--- config.mk ---
export PLATFORM = sky130hd
export DESIGN_NAME = fp_intcast_i2f_bf16
export DESIGN_NICKNAME = d
export VERILOG_FILES = /design/src/rtl/fp_intcast_pkg.sv /design/src/rtl/fp_intcast_lzc.sv /design/src/rtl/fp_intcast_i2f_bf16.sv
export SDC_FILE = /design/constraint.sdc
export NUM_CORES = 1
export LEC_CHECK = 0
export ABC_AREA = 1
export BUFFER_PORTS_ARGS = -buffer_cell sky130_fd_sc_hd__buf_2
export CORE_MARGIN = 3
export CORE_UTILIZATION = 50
export DETAILED_ROUTE_END_ITERATION = 8
export PLACE_DENSITY = 0.76
export SLEW_MARGIN = 5
export SYNTH_ARGS = -nofsm -noshare
export SYNTH_HDL_FRONTEND = slang
export SYNTH_SLANG_ARGS = --single-unit
--- constraint.sdc ---
create_clock -name clk -period 4.1 [get_ports clk]
set_input_delay 0.205 -clock clk [delete_from_list [all_inputs] [get_ports clk]]
set_output_delay 0.205 -clock clk [all_outputs]
set_load 0.005 [all_outputs]
--- src/rtl/fp_intcast_pkg.sv ---
// Shared definitions for the integer-to-float cast blocks: the rounding-mode
// enum, the BF16 format constants and the IEEE exception status struct.
package fp_intcast_pkg;

    localparam int EXP_W  = 8;
    localparam int MAN_W  = 7;
    localparam int BIAS   = 127;
    localparam int BF16_W = 16;

    typedef enum logic [2:0] {
        RND_RNE = 3'd0,
        RND_RTZ = 3'd1,
        RND_RDN = 3'd2,
        RND_RUP = 3'd3,
        RND_RMM = 3'd4
    } rnd_e;

    typedef struct packed {
        logic nv;
        logic dz;
        logic of;
        logic uf;
        logic nx;
    } status_t;

    // Encodings 5..7 are reserved and behave as round-to-nearest-even.
    function automatic rnd_e decode_rnd(input logic [2:0] code);
        rnd_e mode;
        case (code)
            3'd1:    mode = RND_RTZ;
            3'd2:    mode = RND_RDN;
            3'd3:    mode = RND_RUP;
            3'd4:    mode = RND_RMM;
            default: mode = RND_RNE;
        endcase
        return mode;
    endfunction

endpackage

--- src/rtl/fp_intcast_lzc.sv ---
// Combinational leading-zero counter. For an all-zero input the count is W
// and zero_o is raised.
module fp_intcast_lzc #(
    parameter int W  = 16,
    parameter int CW = $clog2(W + 1)
) (
    input  logic [W-1:0]  data_i,
    output logic [CW-1:0] cnt_o,
    output logic          zero_o
);

    logic [CW-1:0] cnt_s;
    logic          found_s;

    // Scan from the MSB; the first set bit fixes the count.
    always_comb begin
        cnt_s   = CW'(W);
        found_s = 1'b0;
        for (int i = W - 1; i >= 0; i--) begin
            if (!found_s && data_i[i]) begin
                cnt_s   = CW'(W - 1 - i);
                found_s = 1'b1;
            end else begin
                found_s = found_s;
            end
        end
    end

    assign cnt_o  = cnt_s;
    assign zero_o = ~|data_i;

endmodule

--- src/rtl/fp_intcast_i2f_bf16.sv ---
// Integer (signed/unsigned) to BF16 converter, two-stage valid/ready pipeline.
// Stage 1: sign, magnitude, leading-zero count, normalisation.
// Stage 2: rounding, exponent carry adjust, packing into the output register.
// Optional feature: define FP_INTCAST_I2F_STATUS_EN to add the out_status port.
module fp_intcast_i2f_bf16
    import fp_intcast_pkg::*;
#(
    parameter int INT_WIDTH = 16
) (
    input  logic                 clk,
    input  logic                 rst_n,
    input  logic                 in_valid,
    output logic                 in_ready,
    input  logic [INT_WIDTH-1:0] in_data,
    input  logic                 in_signed,
    input  logic [2:0]           in_rnd,
    output logic                 out_valid,
    input  logic                 out_ready,
    output logic [BF16_W-1:0]    out_data
`ifdef FP_INTCAST_I2F_STATUS_EN
    ,
    output logic [4:0]           out_status
`endif
);

    localparam int CW = $clog2(INT_WIDTH + 1);

    // Stage-1 combinational signals
    logic                 sign_s;
    logic [INT_WIDTH-1:0] abs_s;
    logic [CW-1:0]        lz_s;
    logic                 zero_s;
    logic [INT_WIDTH-1:0] norm_s;
    logic [EXP_W-1:0]     exp_s;

    // Stage-1 registers
    logic                 s1_valid_q;
    logic                 s1_sign_q;
    logic                 s1_zero_q;
    logic [EXP_W-1:0]     s1_exp_q;
    logic [INT_WIDTH-1:0] s1_norm_q;
    rnd_e                 s1_rnd_q;

    // Stage-2 combinational signals
    logic [INT_WIDTH+1:0] ext_s;
    logic [MAN_W:0]       sig_s;
    logic                 guard_s;
    logic                 sticky_s;
    logic                 inc_s;
    logic [MAN_W+1:0]     sum_s;
    logic [BF16_W-1:0]    res_d;

    // Output registers
    logic                 out_valid_q;
    logic [BF16_W-1:0]    out_data_q;

    // Handshake
    logic                 s2_adv_s;
    logic                 s1_adv_s;

    assign s2_adv_s = !out_valid_q || out_ready;
    assign s1_adv_s = !s1_valid_q || s2_adv_s;
    assign in_ready = s1_adv_s;

    fp_intcast_lzc #(
        .W  (INT_WIDTH),
        .CW (CW)
    ) u_lzc (
        .data_i (abs_s),
        .cnt_o  (lz_s),
        .zero_o (zero_s)
    );

    // Stage 1: magnitude (most negative value maps to 2^(W-1) unsigned) and normalise.
    always_comb begin
        sign_s = in_signed & in_data[INT_WIDTH-1];
        if (sign_s) begin
            abs_s = ~in_data + INT_WIDTH'(1);
        end else begin
            abs_s = in_data;
        end
        norm_s = abs_s << lz_s;
        exp_s  = EXP_W'(BIAS + INT_WIDTH - 1) - EXP_W'(lz_s);
    end

    // Stage 2: round the 8-bit significand with guard/sticky, fold carry into exponent.
    always_comb begin
        ext_s    = {s1_norm_q, 2'b00};
        sig_s    = ext_s[INT_WIDTH+1 -: MAN_W+1];
        guard_s  = ext_s[INT_WIDTH-7];
        sticky_s = |ext_s[INT_WIDTH-8:0];
        case (s1_rnd_q)
            RND_RNE: inc_s = guard_s & (sticky_s | sig_s[0]);
            RND_RTZ: inc_s = 1'b0;
            RND_RDN: inc_s = s1_sign_q & (guard_s | sticky_s);
            RND_RUP: inc_s = !s1_sign_q & (guard_s | sticky_s);
            RND_RMM: inc_s = guard_s;
            default: inc_s = guard_s & (sticky_s | sig_s[0]);
        endcase
        sum_s = {1'b0, sig_s} + (MAN_W + 2)'(inc_s);
        if (s1_zero_q) begin
            res_d = 16'h0000;
        end else if (sum_s[MAN_W+1]) begin
            res_d = {s1_sign_q, s1_exp_q + 8'd1, 7'd0};
        end else begin
            res_d = {s1_sign_q, s1_exp_q, sum_s[MAN_W-1:0]};
        end
    end

    // Pipeline registers: each stage loads when empty or when its consumer drains it.
    always_ff @(posedge clk or negedge rst_n) begin
        if (!rst_n) begin
            s1_valid_q  <= 1'b0;
            s1_sign_q   <= 1'b0;
            s1_zero_q   <= 1'b1;
            s1_exp_q    <= 8'd0;
            s1_norm_q   <= '0;
            s1_rnd_q    <= RND_RNE;
            out_valid_q <= 1'b0;
            out_data_q  <= 16'h0000;
        end else begin
            if (s1_adv_s) begin
                s1_valid_q <= in_valid;
            end
            if (in_valid && s1_adv_s) begin
                s1_sign_q <= sign_s;
                s1_zero_q <= zero_s;
                s1_exp_q  <= exp_s;
                s1_norm_q <= norm_s;
                s1_rnd_q  <= decode_rnd(in_rnd);
            end
            if (s2_adv_s) begin
                out_valid_q <= s1_valid_q;
            end
            if (s1_valid_q && s2_adv_s) begin
                out_data_q <= res_d;
            end
        end
    end

`ifdef FP_INTCAST_I2F_STATUS_EN
    status_t status_d;
    status_t status_q;

    // Only inexact can be raised by an integer-to-BF16 conversion.
    always_comb begin
        status_d    = '0;
        status_d.nx = (guard_s | sticky_s) & !s1_zero_q;
    end

    // Status travels with the result it describes.
    always_ff @(posedge clk or negedge rst_n) begin
        if (!rst_n) begin
            status_q <= '0;
        end else if (s1_valid_q && s2_adv_s) begin
            status_q <= status_d;
        end
    end

    assign out_status = status_q;
`endif

    assign out_valid = out_valid_q;
    assign out_data  = out_data_q;

endmodule

==> out/results.tsv <==
stage	metric	value	unit
run_status	outcome	finished clean	
routing	drt total wl	8030	um
sta	Final min period	3.42	ns
sta	Max Clk Rate	292	MHz
global_routing	Total GRT Usage	0.202	
logic_synthesis	register area share after synthesis	0.335	
critical_path	Crit path required time	4.28	ns
critical_path	CP cell instances	inv_1, nand2_1, o21ai_0, o211ai_1, o311ai_0, ha_1, ha_1, nand2_1, nor2_1, inv_1, nor2_1, nand3_1, nor2_1, clkinv_1, or4_1, nor2_1, xor2_1, o21ai_0	
critical_path	Buf/Inv on CP	3	
placement	gpl congestion	0.893	
routing	via count	3360	
power_and_ir_drop	Combinational Power Share	0.361	
critical_path	Worst setup EP type	flop	
power_and_ir_drop	worst vdd ir	156	uV
cells_and_area	Post-Layout Cell Count	633	
sta	worst-margin pin slew	0.984	ns
global_routing	gr ovfl total	0	
critical_path	Slowest-stage cell, CP	or4_1	
power_and_ir_drop	Overall Power	1.51	mW
placement	Place WS	0.708	ns
logic_synthesis	FF+latch count, synth	47	
logic_synthesis	Synth Area in XOR/XNOR	0.0345	
logic_synthesis	number of synthesis warnings	0	
power_and_ir_drop	Power Dens Cells	390	mW/mm^2
logic_synthesis	largest family of logic cells by synthesized area	simple AND/OR/NAND/NOR gates	
floorplanning	Die Wd	89.9	um
clock_network	htree depth	2	
routing	drt first-iter violations	224	
critical_path	critical path depth	18	
power_and_ir_drop	Seq pwr share	0.425	
hold_path	Tightest Hold Check Type	input pin to async pin	
floorplanning	Die Area	0.00808	sq mm
critical_path	Worst EP arrival	3.60	ns
logic_synthesis	Synth Instances	503	
floorplanning	height of the die	89.9	um
sta	Fin. Hold Viols	0	
logic_synthesis	synth unique cells	47	
routing	antenna-violating nets left	0	
logic_synthesis	asr flop ratio synth	1.00	
clock_network	Sink Count	47	
sta	fin. max-slew vios	0	
sta	Fin Setup TNS	0	ns
logic_synthesis	Synth Area per Inst	6.99	sq um
clock_network	Bufs on Longest Clock Path	2	
job	number of max-cap violations	0	
critical_path	largest stage delay on the critical path	0.52	ns
power_and_ir_drop	internal power	0.955	mW
logic_synthesis	Synth Area in Compound Gates	0.103	
logic_synthesis	Syn Nets	533	
critical_path	Critical Path Start Type	flop	
clock_network	CTS tree	done	
global_routing	initial antenna violation count	0	
power_and_ir_drop	Psw	0.552	mW
critical_path	CP delay by family, top	simple AND/OR/NAND/NOR gates	
sta	Slew HR	0.344	
critical_path	Most common cell on crit path	nor2_1	
global_routing	pin count of the biggest net entering global routing	48	
global_routing	vias in the first global route	3028	
routing	wire per inst	12.7	um
logic_synthesis	Synth Area in Adders	0.0213	
routing	DRT Pass-1 Iters	5	
floorplanning	# rows	29	
critical_path	path depth of the worst reg2reg path	18	
floorplanning	area of the core	0.00657	sq mm
sta	fin crit share	0.835	
cells_and_area	area grow syn2layout	9.92	%
critical_path	Crit Path Class	flop to flop	
logic_synthesis	Synth Flop Type	dfrtp_1	
logic_synthesis	share of the synthesized area in the top cell type	0.327	
sta	unrepaired setup endpoints after global routing	false	
global_routing	first-pass GRT wire length	13900	um
cells_and_area	Fill cells	629	
sta	Setup Viol. Count Final	0	
power_and_ir_drop	Leak	2.00	nW
clock_network	Reg clk slew, reported paths	0.08	ns
clock_network	postcts setup bufs	0	
sta	skew final	0.00977	ns
placement	placed cells	626	
placement	port bufs	41	
sta	worst setup margin	0.675	ns
critical_path	largest fanout on the critical path	10	
floorplanning	Boundary Pins	42	
cells_and_area	layout cells sized above 1	0.159	
clock_network	post_cts resized	0	
logic_synthesis	top cells by area, synth	dfrtp_1 33%, nand2_1 17%, nand3_1 11%, inv_1 4.9%, nor2_1 4.1%	
logic_synthesis	EDFF count, synth	0	
power_and_ir_drop	proportion of power drawn by the clock network	0.214	
clock_network	Inserted Clock Buffers	5	
clock_network	hold buffer count at CTS	0	
floorplanning	Initial Util	0.536	
cells_and_area	# nets final	570	
routing	Post-route DRC	0	
clock_network	Worst-Skew Late Latency	0.29	ns
logic_synthesis	cell taking the most area after synthesis	dfrtp_1	
sta	Hold Worst Slack	0.0671	ns
logic_synthesis	synthesized area	0.00352	sq mm
clock_network	CTS root buf	clkbuf_8	
power_and_ir_drop	switching share of power	0.366	
placement	placed wire-length estimate	6350	um
logic_synthesis	multiplexer share of the synthesized area	0	
logic_synthesis	Simple-Gate Fraction of Synth Area	0.426	
cells_and_area	diode count	0	
routing	DR vias/cell	5.31	
==> state kept, by name, indices dropped and copies added, names as in the netlist <==
| register | flops |
|---|---|
| out_data | 16 |
| s1_norm_q | 16 |
| s1_exp_q | 8 |
| s1_rnd_q | 3 |
| out_valid | 1 |
| s1_sign_q | 1 |
| s1_valid_q | 1 |
| s1_zero_q | 1 |
==> metal layers <==
metal  share of wire  up-vias  GRT usage
met4           0.014        0     0.0612
met5               0        -          0
li1                -     1724          -
met1            0.47     1524      0.267
met2            0.47      102      0.350
met3           0.046       10     0.0225
==> worst register-to-register path, cell delays in order (launching register included) <==
cell,delay (ns)
dfrtp_1,0.42
inv_1,0.10
nand2_1,0.06
o21ai_0,0.16
o211ai_1,0.12
o311ai_0,0.13
ha_1,0.25
ha_1,0.16
nand2_1,0.07
nor2_1,0.09
inv_1,0.05
nor2_1,0.16
nand3_1,0.14
nor2_1,0.18
clkinv_1,0.29
or4_1,0.53
nor2_1,0.14
xor2_1,0.16
o21ai_0,0.08
==> metrics by stage <==
step | utilization | instance area [sq um]
after floorplan | - | 3520
after global placement | 0.573 | 3760
after detailed placement | 0.573 | 3760
after CTS | 0.589 | 3870
after global routing | 0.589 | 3870
final | 0.589 | 3870
==> layout by cell type, fill, tap and decap left out, types with 2 or more instances in the layout <==
cell,n
a21oi_1,4
a22o_1,3
a32o_1,5
buf_2,41
clkbuf_8,5
dfrtp_1,46
ha_1,6
inv_1,46
inv_2,4
nand2_1,156
nand2_2,10
nand2_4,2
nand3_1,77
nand3_2,2
nand3_4,2
nand3b_1,3
nand4_1,5
nor2_1,38
nor2_2,3
nor2_4,5
nor3_1,2
nor3_2,2
o211ai_1,2
o21ai_0,26
o21ai_1,11
o41ai_1,2
xor2_1,11
==> synthesized netlist by cell type (3+ instances only) <==
master,n
o21ai_1,11
a21oi_1,4
nand3_1,77
clkbuf_1,4
a22o_1,3
o21ai_0,26
a32o_1,5
xor2_1,11
inv_2,4
nand4_1,5
nand3b_1,3
nor2_2,3
buf_2,3
inv_1,46
buf_6,4
nand2_2,10
nor2_4,5
dfrtp_1,46
nand2_1,156
ha_1,6
nor2_1,38
==> final timing paths <==
check	start	end	slack (ns)
max	s1_rnd_q[0]$_DFFE_PN0P_	out_data[14]$_DFFE_PN0P_	0.68
min	rst_n	out_data[14]$_DFFE_PN0P_	0.07
max reg2reg	s1_rnd_q[0]$_DFFE_PN0P_	out_data[14]$_DFFE_PN0P_	0.68
min reg2reg	out_data[7]$_DFFE_PN0P_	out_data[7]$_DFFE_PN0P_	0.48
max in group asynchronous	rst_n	s1_rnd_q[2]$_DFFE_PN0P_	3.42
min in group clk	in_rnd[1]	s1_rnd_q[2]$_DFFE_PN0P_	0.14
==> layout make-up <==
| type | instances | area [sq um] | share of cell area |
|---|---|---|---|
| flip-flops and latches | 47 | 1180 | 0.304 |
| inverters | 52 | 198 | 0.0511 |
| clock inverters | 1 | 30.0 | 0.00776 |
| multi-input cells | 392 | 2060 | 0.533 |
| well taps | 93 | 116 | 0.0301 |
| clock buffers | 6 | 72.6 | 0.0188 |
| repair buffers | 42 | 213 | 0.0550 |
==> power by group through the flow <==
stage / Clock (mW) / Sequential [mW] / Combinational (mW)
finish: 0.323 / 0.640 / 0.545
global route: 0.348 / 0.653 / 0.618
CTS: 0.326 / 0.639 / 0.545
detailed placement: 0 / 0.649 / 0.542
global placement: 0 / 0.645 / 0.531
floorplan: 0 / 0.644 / 0.380
==> logic make-up (layout without fill, tap and decap cells) <==
group | count (synthesis) | count (layout)
buffers and inverters | 64 | 101
AOI/OAI and AO/OA | 59 | 59
DFF | 47 | 47
adders and majority gates | 6 | 6
and+or+nand+nor | 314 | 314
xor gates and xnor gates | 13 | 13
No activity file was read; power rests on OpenSTA's default activity.
